`src/rtl/pll_drp_ctrl.sv`:
```
// PLL reconfiguration sequencer: holds the PLL in reset, applies a table of DRP
// read-modify-write updates, releases reset and waits for lock.
module pll_drp_ctrl #(
    parameter int unsigned NUM_ENTRIES  = 23,
    parameter int unsigned TBL_AW       = 5,
    parameter int unsigned RST_HOLD     = 16,
    parameter int unsigned DRDY_TIMEOUT = 63,
    parameter int unsigned LOCK_TIMEOUT = 65535
) (
    input  logic              refclk,
    input  logic              rst,
    input  logic              cfg_start,
    output logic              cfg_busy,
    output logic              cfg_done,
    output logic              cfg_err,
    output logic [TBL_AW-1:0] tbl_addr,
    input  logic [38:0]       tbl_data,
    output logic [6:0]        drp_daddr,
    output logic              drp_den,
    output logic              drp_dwe,
    output logic [15:0]       drp_di,
    input  logic [15:0]       drp_do,
    input  logic              drp_drdy,
    output logic              pll_rst,
    input  logic              pll_locked,
    output logic              locked_out
);

    localparam int unsigned CNT_MAX0 = (RST_HOLD > DRDY_TIMEOUT) ? RST_HOLD : DRDY_TIMEOUT;
    localparam int unsigned CNT_MAX  = (CNT_MAX0 > LOCK_TIMEOUT) ? CNT_MAX0 : LOCK_TIMEOUT;
    localparam int unsigned CNT_W    = $clog2(CNT_MAX + 1);
    localparam int unsigned IDX_W    = TBL_AW + 1;

    localparam logic [3:0] StPor      = 4'd0;
    localparam logic [3:0] StIdle     = 4'd1;
    localparam logic [3:0] StHold     = 4'd2;
    localparam logic [3:0] StFetch    = 4'd3;
    localparam logic [3:0] StRead     = 4'd4;
    localparam logic [3:0] StWaitRd   = 4'd5;
    localparam logic [3:0] StWrite    = 4'd6;
    localparam logic [3:0] StWaitWr   = 4'd7;
    localparam logic [3:0] StRelease  = 4'd8;
    localparam logic [3:0] StWaitLock = 4'd9;

    logic [3:0]       state_q, state_d;
    logic [CNT_W-1:0] cnt_q, cnt_d;
    logic [IDX_W-1:0] idx_q, idx_d, idx_inc;
    logic [6:0]       addr_q, addr_d;
    logic [15:0]      mask_q, mask_d;
    logic [15:0]      data_q, data_d;
    logic [15:0]      di_q, di_d;
    logic             err_q, err_d;
    logic             done_q, done_d;
    logic             lk_meta_q, lk_s_q;

    assign idx_inc = idx_q + IDX_W'(1);

    always_comb begin
        state_d = state_q;
        idx_d   = idx_q;
        addr_d  = addr_q;
        mask_d  = mask_q;
        data_d  = data_q;
        di_d    = di_q;
        err_d   = err_q;
        done_d  = 1'b0;
        unique case (state_q)
            StPor: begin
                if (cnt_q == CNT_W'(RST_HOLD - 1)) state_d = StWaitLock;
            end
            StIdle: begin
                if (cfg_start) begin
                    err_d   = 1'b0;
                    idx_d   = '0;
                    state_d = StHold;
                end
            end
            StHold: begin
                if (cnt_q == CNT_W'(RST_HOLD - 1)) state_d = StFetch;
            end
            StFetch: state_d = StRead;
            StRead: begin
                addr_d  = tbl_data[38:32];
                mask_d  = tbl_data[31:16];
                data_d  = tbl_data[15:0];
                state_d = StWaitRd;
            end
            StWaitRd: begin
                if (drp_drdy) begin
                    // Mask bit set keeps the bit currently in the PLL register
                    di_d    = (drp_do & mask_q) | (data_q & ~mask_q);
                    state_d = StWrite;
                end else if (cnt_q == CNT_W'(DRDY_TIMEOUT - 1)) begin
                    err_d   = 1'b1;
                    state_d = StRelease;
                end
            end
            StWrite: state_d = StWaitWr;
            StWaitWr: begin
                if (drp_drdy) begin
                    idx_d   = idx_inc;
                    state_d = (idx_inc == IDX_W'(NUM_ENTRIES)) ? StRelease : StFetch;
                end else if (cnt_q == CNT_W'(DRDY_TIMEOUT - 1)) begin
                    err_d   = 1'b1;
                    state_d = StRelease;
                end
            end
            StRelease: state_d = StWaitLock;
            StWaitLock: begin
                if (lk_s_q) begin
                    done_d  = 1'b1;
                    state_d = StIdle;
                end else if (cnt_q == CNT_W'(LOCK_TIMEOUT - 1)) begin
                    err_d   = 1'b1;
                    done_d  = 1'b1;
                    state_d = StIdle;
                end
            end
            default: state_d = StPor;
        endcase
        // One shared counter, restarted on every state change so each access gets a fresh budget
        cnt_d = ((state_d != state_q) || (state_q == StIdle)) ? '0 : cnt_q + CNT_W'(1);
    end

    always_ff @(posedge refclk or posedge rst) begin
        if (rst) begin
            state_q   <= StPor;
            cnt_q     <= '0;
            idx_q     <= '0;
            addr_q    <= '0;
            mask_q    <= '0;
            data_q    <= '0;
            di_q      <= '0;
            err_q     <= 1'b0;
            done_q    <= 1'b0;
            lk_meta_q <= 1'b0;
            lk_s_q    <= 1'b0;
        end else begin
            state_q   <= state_d;
            cnt_q     <= cnt_d;
            idx_q     <= idx_d;
            addr_q    <= addr_d;
            mask_q    <= mask_d;
            data_q    <= data_d;
            di_q      <= di_d;
            err_q     <= err_d;
            done_q    <= done_d;
            lk_meta_q <= pll_locked;
            lk_s_q    <= lk_meta_q;
        end
    end

    assign cfg_busy   = (state_q != StIdle);
    assign cfg_done   = done_q;
    assign cfg_err    = err_q;
    assign tbl_addr   = idx_q[TBL_AW-1:0];
    assign drp_den    = (state_q == StRead) || (state_q == StWrite);
    assign drp_dwe    = (state_q == StWrite);
    assign drp_daddr  = (state_q == StRead) ? tbl_data[38:32] : addr_q;
    assign drp_di     = di_q;
    assign pll_rst    = (state_q == StPor)    || (state_q == StHold)   ||
                        (state_q == StFetch)  || (state_q == StRead)   ||
                        (state_q == StWaitRd) || (state_q == StWrite)  ||
                        (state_q == StWaitWr);
    assign locked_out = lk_s_q & ~cfg_busy;

endmodule

```
`config.mk`:
```
export PLATFORM = sky130hd
export DESIGN_NAME = pll_drp_ctrl
export DESIGN_NICKNAME = d
export VERILOG_FILES = /design/src/rtl/pll_drp_ctrl.sv
export SDC_FILE = /design/constraint.sdc
export NUM_CORES = 1
export LEC_CHECK = 0
export BUFFER_PORTS_ARGS = -buffer_cell sky130_fd_sc_hd__buf_2
export CORE_AREA = 5 5 76 106
export CTS_CLUSTER_SIZE = 40
export DETAILED_ROUTE_END_ITERATION = 6
export DIE_AREA = 0 0 81 111
export PLACE_DENSITY = 0.87
export SYNTH_ARGS = -nofsm -noshare
export SYNTH_HDL_FRONTEND = slang
export SYNTH_SLANG_ARGS = --single-unit
```
`constraint.sdc`:
```
create_clock -name refclk -period 4.25 [get_ports refclk]
set_clock_uncertainty 0.05 [all_clocks]
set_input_delay 0.6375 -clock refclk [delete_from_list [all_inputs] [get_ports refclk]]
set_output_delay 0.6375 -clock refclk [all_outputs]
set_load 0.05 [all_outputs]
```
Word-level counts from Yosys, hierarchy flattened

Index checks and enable logic that the tools add are counted.

Flip-flop bits (word level): 85
Output and inout port bits: 35
Logic and storage cells: 79

Add/subtract/negate cells: 2
Equality and inequality tests: 21
Mux-type cells: 24
Bitwise gates (word level): 6
Reduce and logical (&&, ||, !) cells: 15

Operators by type and width:

| kind                                                                   | count |
|---|---|
| 4-bit one-hot mux with 10 select lines                                 | 1 |
| 4-bit two-way mux                                                      | 9 |
| 16-bit AND                                                             | 2 |
| 16-bit by 1-bit adder with 16-bit output, second input constant        | 1 |
| 16-bit equality test, second input constant                            | 1 |
| 16-bit by 4-bit equality test with 1-bit output, second input constant | 1 |
| 16-bit by 6-bit equality test with 1-bit output, second input constant | 1 |
| 4-bit by 3-bit equality test with 1-bit output, second input constant  | 4 |
| 16-bit two-way mux                                                     | 1 |
| 16-bit inverter                                                        | 1 |
| 16-bit OR                                                              | 1 |
| 6-bit two-way mux                                                      | 2 |
| 6-bit one-hot mux with 2 select lines                                  | 1 |
| 2-bit != test, second input constant                                   | 5 |
| 4-bit by 2-bit equality test with 1-bit output, second input constant  | 2 |
| 4-bit equality test, second input constant                             | 2 |
| 1-bit logical OR                                                       | 8 |
| 1-bit two-way mux                                                      | 8 |
| 7-bit two-way mux                                                      | 1 |
| 6-bit by 1-bit adder with 6-bit output, second input constant          | 1 |
| 6-bit by 5-bit equality test with 1-bit output, second input constant  | 1 |
| 6-bit AND reduction                                                    | 1 |
| 4-bit by 1-bit equality test with 1-bit output, second input constant  | 1 |
| 4-bit zero test                                                        | 1 |
| other kinds (11)                                                       | 11 |

Longest topological paths before layout

Depth after elaboration: 8
Depth in mapped cells: 9

Worst setup path after synthesis

No wires, ideal clock.

Kind: input port to flip-flop
Start: in drp_drdy
End: reg cnt_q[10]
Setup time: 0.125 ns
Arrival time: 2.429 ns
Setup slack: 1.646 ns
Stages: 8
Path buffers: 2
Path through: clkbuf_1 or4b_1 nor4_1 nor2_1 a21o_1 a21oi_1 buf_2 nor3_1

Longest elaborated chain between the ends: 5
Elaborated cells on any way between the ends: 6

Ends and longest elaborated chain:

| item                                       | line    | RTL |
|---|---|---|
| start: declaration                         | 23      | `input logic drp_drdy,` |
| 4-bit two-way mux (on tied branches)       | 100, 89 |  |
| 4-bit one-hot mux with 10 select lines (*) | 67      | `unique case (state_q)` |
| via state_d[0]                             | 45      | `logic [3:0] state_q, state_d;` |
| 4-bit != test (*)                          | 122     | `cnt_d = ((state_d != state_q) \|\| (state_q == StIdle)) ? '0 : cnt_q + CNT_W'(1);` |
| 1-bit logical OR (*)                       | 122     |  |
| 16-bit two-way mux (*)                     | 122     |  |
| via cnt_d[10]                              | 46      | `logic [CNT_W-1:0] cnt_q, cnt_d;` |
| end signal: assignment                     | 140     | `cnt_q <= cnt_d;` |
| end: declaration                           | 46      |  |

Mark *: on every way through the listed nets, which the timed path passes. The rest lies on a longest branch.
A chain may end at the register's enable or synchronous reset.

Final worst setup path

Start: reg state_q[3]
End: out drp_daddr[2]

Longest elaborated chain between the ends: 2

Ends and longest elaborated chain:

| item                                           | line | RTL |
|---|---|---|
| start: declaration                             | 45   |  |
| start signal: assignment                       | 127  | `state_q <= StPor;` |
| start signal: assignment                       | 139  | `state_q <= state_d;` |
| 4-bit by 3-bit equality test with 1-bit output | 159  | `assign drp_daddr = (state_q == StRead) ? tbl_data[38:32] : addr_q;` |
| 7-bit two-way mux                              | n/a  |  |
| end: declaration                               | 18   | `output logic [6:0] drp_daddr,` |

No other way between the ends.

==> results.md <==
* Fin. Hold Viols at 0
* F_max at between 300 and 400 MHz
* Post-DP HPWL at between 6 and 7 mm
* Static Leak at 2.15 nW
* Vias/cell at about 5.4
* Startpoint types: flop
* Crit-path cells: inv_1 -> nand3_1 -> nor2_4 -> mux2_2 -> buf_2
* Post-synth EDFFs at 0
* NumNets Final at around 500
* Total wire length at 8.46 mm
* Non-filler cells, final at 537
* Maximum number of pins on one net before global-route repair at 59
* Avg WL per Cell at between 15 and 20 um
* Most common cell in the netlist: dfrtp_1
* Initial antenna violation count at 0
* Final setup viols at 0
* H-tree levels at 3
* Status: finished clean
* Critical Path End Type: output pin
* Yosys top cell by area: dfrtp_1
* Setup CP Type: reg -> out
* Fin area at roughly 4600 um2
* Req. time, crit path at ~3600 ps
* TritonCTS clock tree: built
* Vias at ~2900
* Power, Total at ~3.6 mW
* Dominant synthesized flop cell: dfrtp_1
* Max-Cap Viols at 0
* Actual slew at the worst max-slew pin at between 1000 and 1500 ps
* Yosys top cell area share at 54.5%
* Pwr/cell area at about 760 nW/um2
* Max Root-Sink Buffers at 2
* Total CTS buffers at 9
* ANT cells at 0
* Top cells by area, synth: dfrtp_1, mux2_2, mux2i_1
* Maximum vdd drop at about 0.4 mV
* Post-CTS setup buffer count at 0
* Starting Density at around 56%
* Worst path max stage delay at ~500 ps
* Top post-synthesis cells by count: dfrtp_1, mux2_2, nor2_1
* Gr ovfl total at 0
* Clock transition at path regs at 90 ps
* Overall routing resource usage at roughly a fifth
* Area growth from synthesis to layout at 19.1%
* RSZ-0062 raised after global routing: no
* Placed Instances at 521
* Crit-path max FO at 14
* Flop2flop setup slack at around 1500 ps
* Worst slew margin at between 20% and 30%
* Core area at around 6900 um2
* # port buffers at 94
* ANT nets after route at 0
* DRC at 0
* CTS root buf: clkbuf_8
* Register bit count reported by yosys at 85
* Layout cell share with drive strength beyond 1 at between 30% and 40%
* Synth warn at 0
* Cells after synthesis at 350
* Cell Rows at 36
* Vias in the first global route at between 2000 and 3000
* Die height at 111 um
* Hold WS at between 300 and 400 ps
* Tcrit/Tclk final at 71.5%
* Syn Std Cell Area at 3900 um2
* Die Wd at slightly above 80 um
* Critical Path AT at about 2400 ps
* Fin crit period at ~3000 ps
* Worst Hold Class: reg -> reg
* Final Wtd Congestion at approximately 0.86
* First-pass GRT wire length at about 14 mm
* Clock Latency Late Sink at ~350 ps
* Register area share after synthesis at approximately 54%
* Post-synth ARST share at 100%
* IO Count at 95
* Clock sinks at 85
* Syn_nets at 414
* Pre-antenna DRT Iters at 6
* Initial drt markers at 170
* Area post-placement at between 4000 and 5000 um2
* Avg Cell Area, Syn at 11.2 um2
* Post-CTS sizing at 0
* Die ar. at 8990 um2
* Slew Limit Fails at 0
* CP max stage cell: dfrtp_1
* Total Neg Setup Slack at 0 ps
* Hold Buf Count CTS at 0
* Cell variety after synth at 44
[worst paths after layout]
| check | startpoint | end | depth (start not counted) |
|---|---|---|---|
| max in group asynchronous | rst | state_q[0] | 3 |
| hold / removal | lk_meta_q | lk_s_q | 0 |
| setup / recovery | state_q[3] | drp_daddr[2] | 5 |
| setup reg to reg | cnt_q[11] | cnt_q[7] | 6 |
| min in group asynchronous | rst | addr_q[0] | 2 |
| hold reg to reg | lk_meta_q | lk_s_q | 0 |
[final cells by class]
type,count,area (um2)
sequential,85,2130
fill,547,2290
tap,95,119
timing repair buffer,97,493
multi-input combinational,235,1640
inverter,9,35.0
clock buffer,10,138
clock inverter,6,93.8
[per-stage QoR]
| step | worst slack [ps] | util (%) |
|---|---|---|
| floorplan | 1370 | - |
| detailed placement | 1530 | 63.7 |
| global route | 1080 | 67.0 |
| CTS | 1190 | 67.0 |
| finish | 1210 | 67.0 |
| global placement | 1560 | 63.7 |
[per-layer routing]
layer	up-vias	track usage, %	routed length, um
met5	-	0	0
met4	0	8.23	138
met3	15	4.15	492
met2	77	33.1	4540
met1	1413	23.2	3280
li1	1399	-	-
[power breakdown]
group / total, mW / leakage [nW] / switching, mW / internal, mW
sequential: 1.34 / 1.04 / 0.218 / 1.12
combinational: 1.57 / 0.998 / 1.02 / 0.554
clock: 0.642 / 0.113 / 0.290 / 0.352
total: 3.55 / 2.15 / 1.53 / 2.03
[flip-flops by register name, indices dropped and copies added, names as in the netlist]
name and cells:
addr_q 7, state_q 4, cnt_q 16, cfg_done 1, cfg_err 1, lk_s_q 1
mask_q 16, lk_meta_q 1, idx_q 6, data_q 16, drp_di 16
[placed cells by master, fill, tap and decap left out, types with 3 or more instances in the layout]
cell / count
clkbuf_8: 10
xnor2_1: 6
nand3_1: 13
o21ai_0: 12
a21oi_1: 23
mux2i_1: 16
mux2_2: 40
xor2_1: 9
nor3_1: 18
nand4_1: 5
buf_4: 3
and3_1: 3
or4_1: 4
inv_1: 8
nand2b_1: 4
buf_2: 94
ha_1: 4
nor2_1: 37
nand2_1: 16
dfrtp_1: 85
[critical path, delay by kind of cell, from the launching register on]
family,cells,cell delay (ps)
muxes,1,410
and+or+nand+nor,2,690
DFF,1,500
buffers and inverters,2,390
[logic make-up (layout without fill, tap and decap cells)]
kind of cell	Yosys count	count (layout)	share of synthesized area [%]
fa+ha+maj	4	4	1.28
mux	56	56	15.6
buf+inv	30	122	3.59
flops	85	85	54.5
simple gates	112	112	14.2
xor+xnor	15	15	3.37
compound gates	48	48	7.47
(Power assumes the default switching activity.)
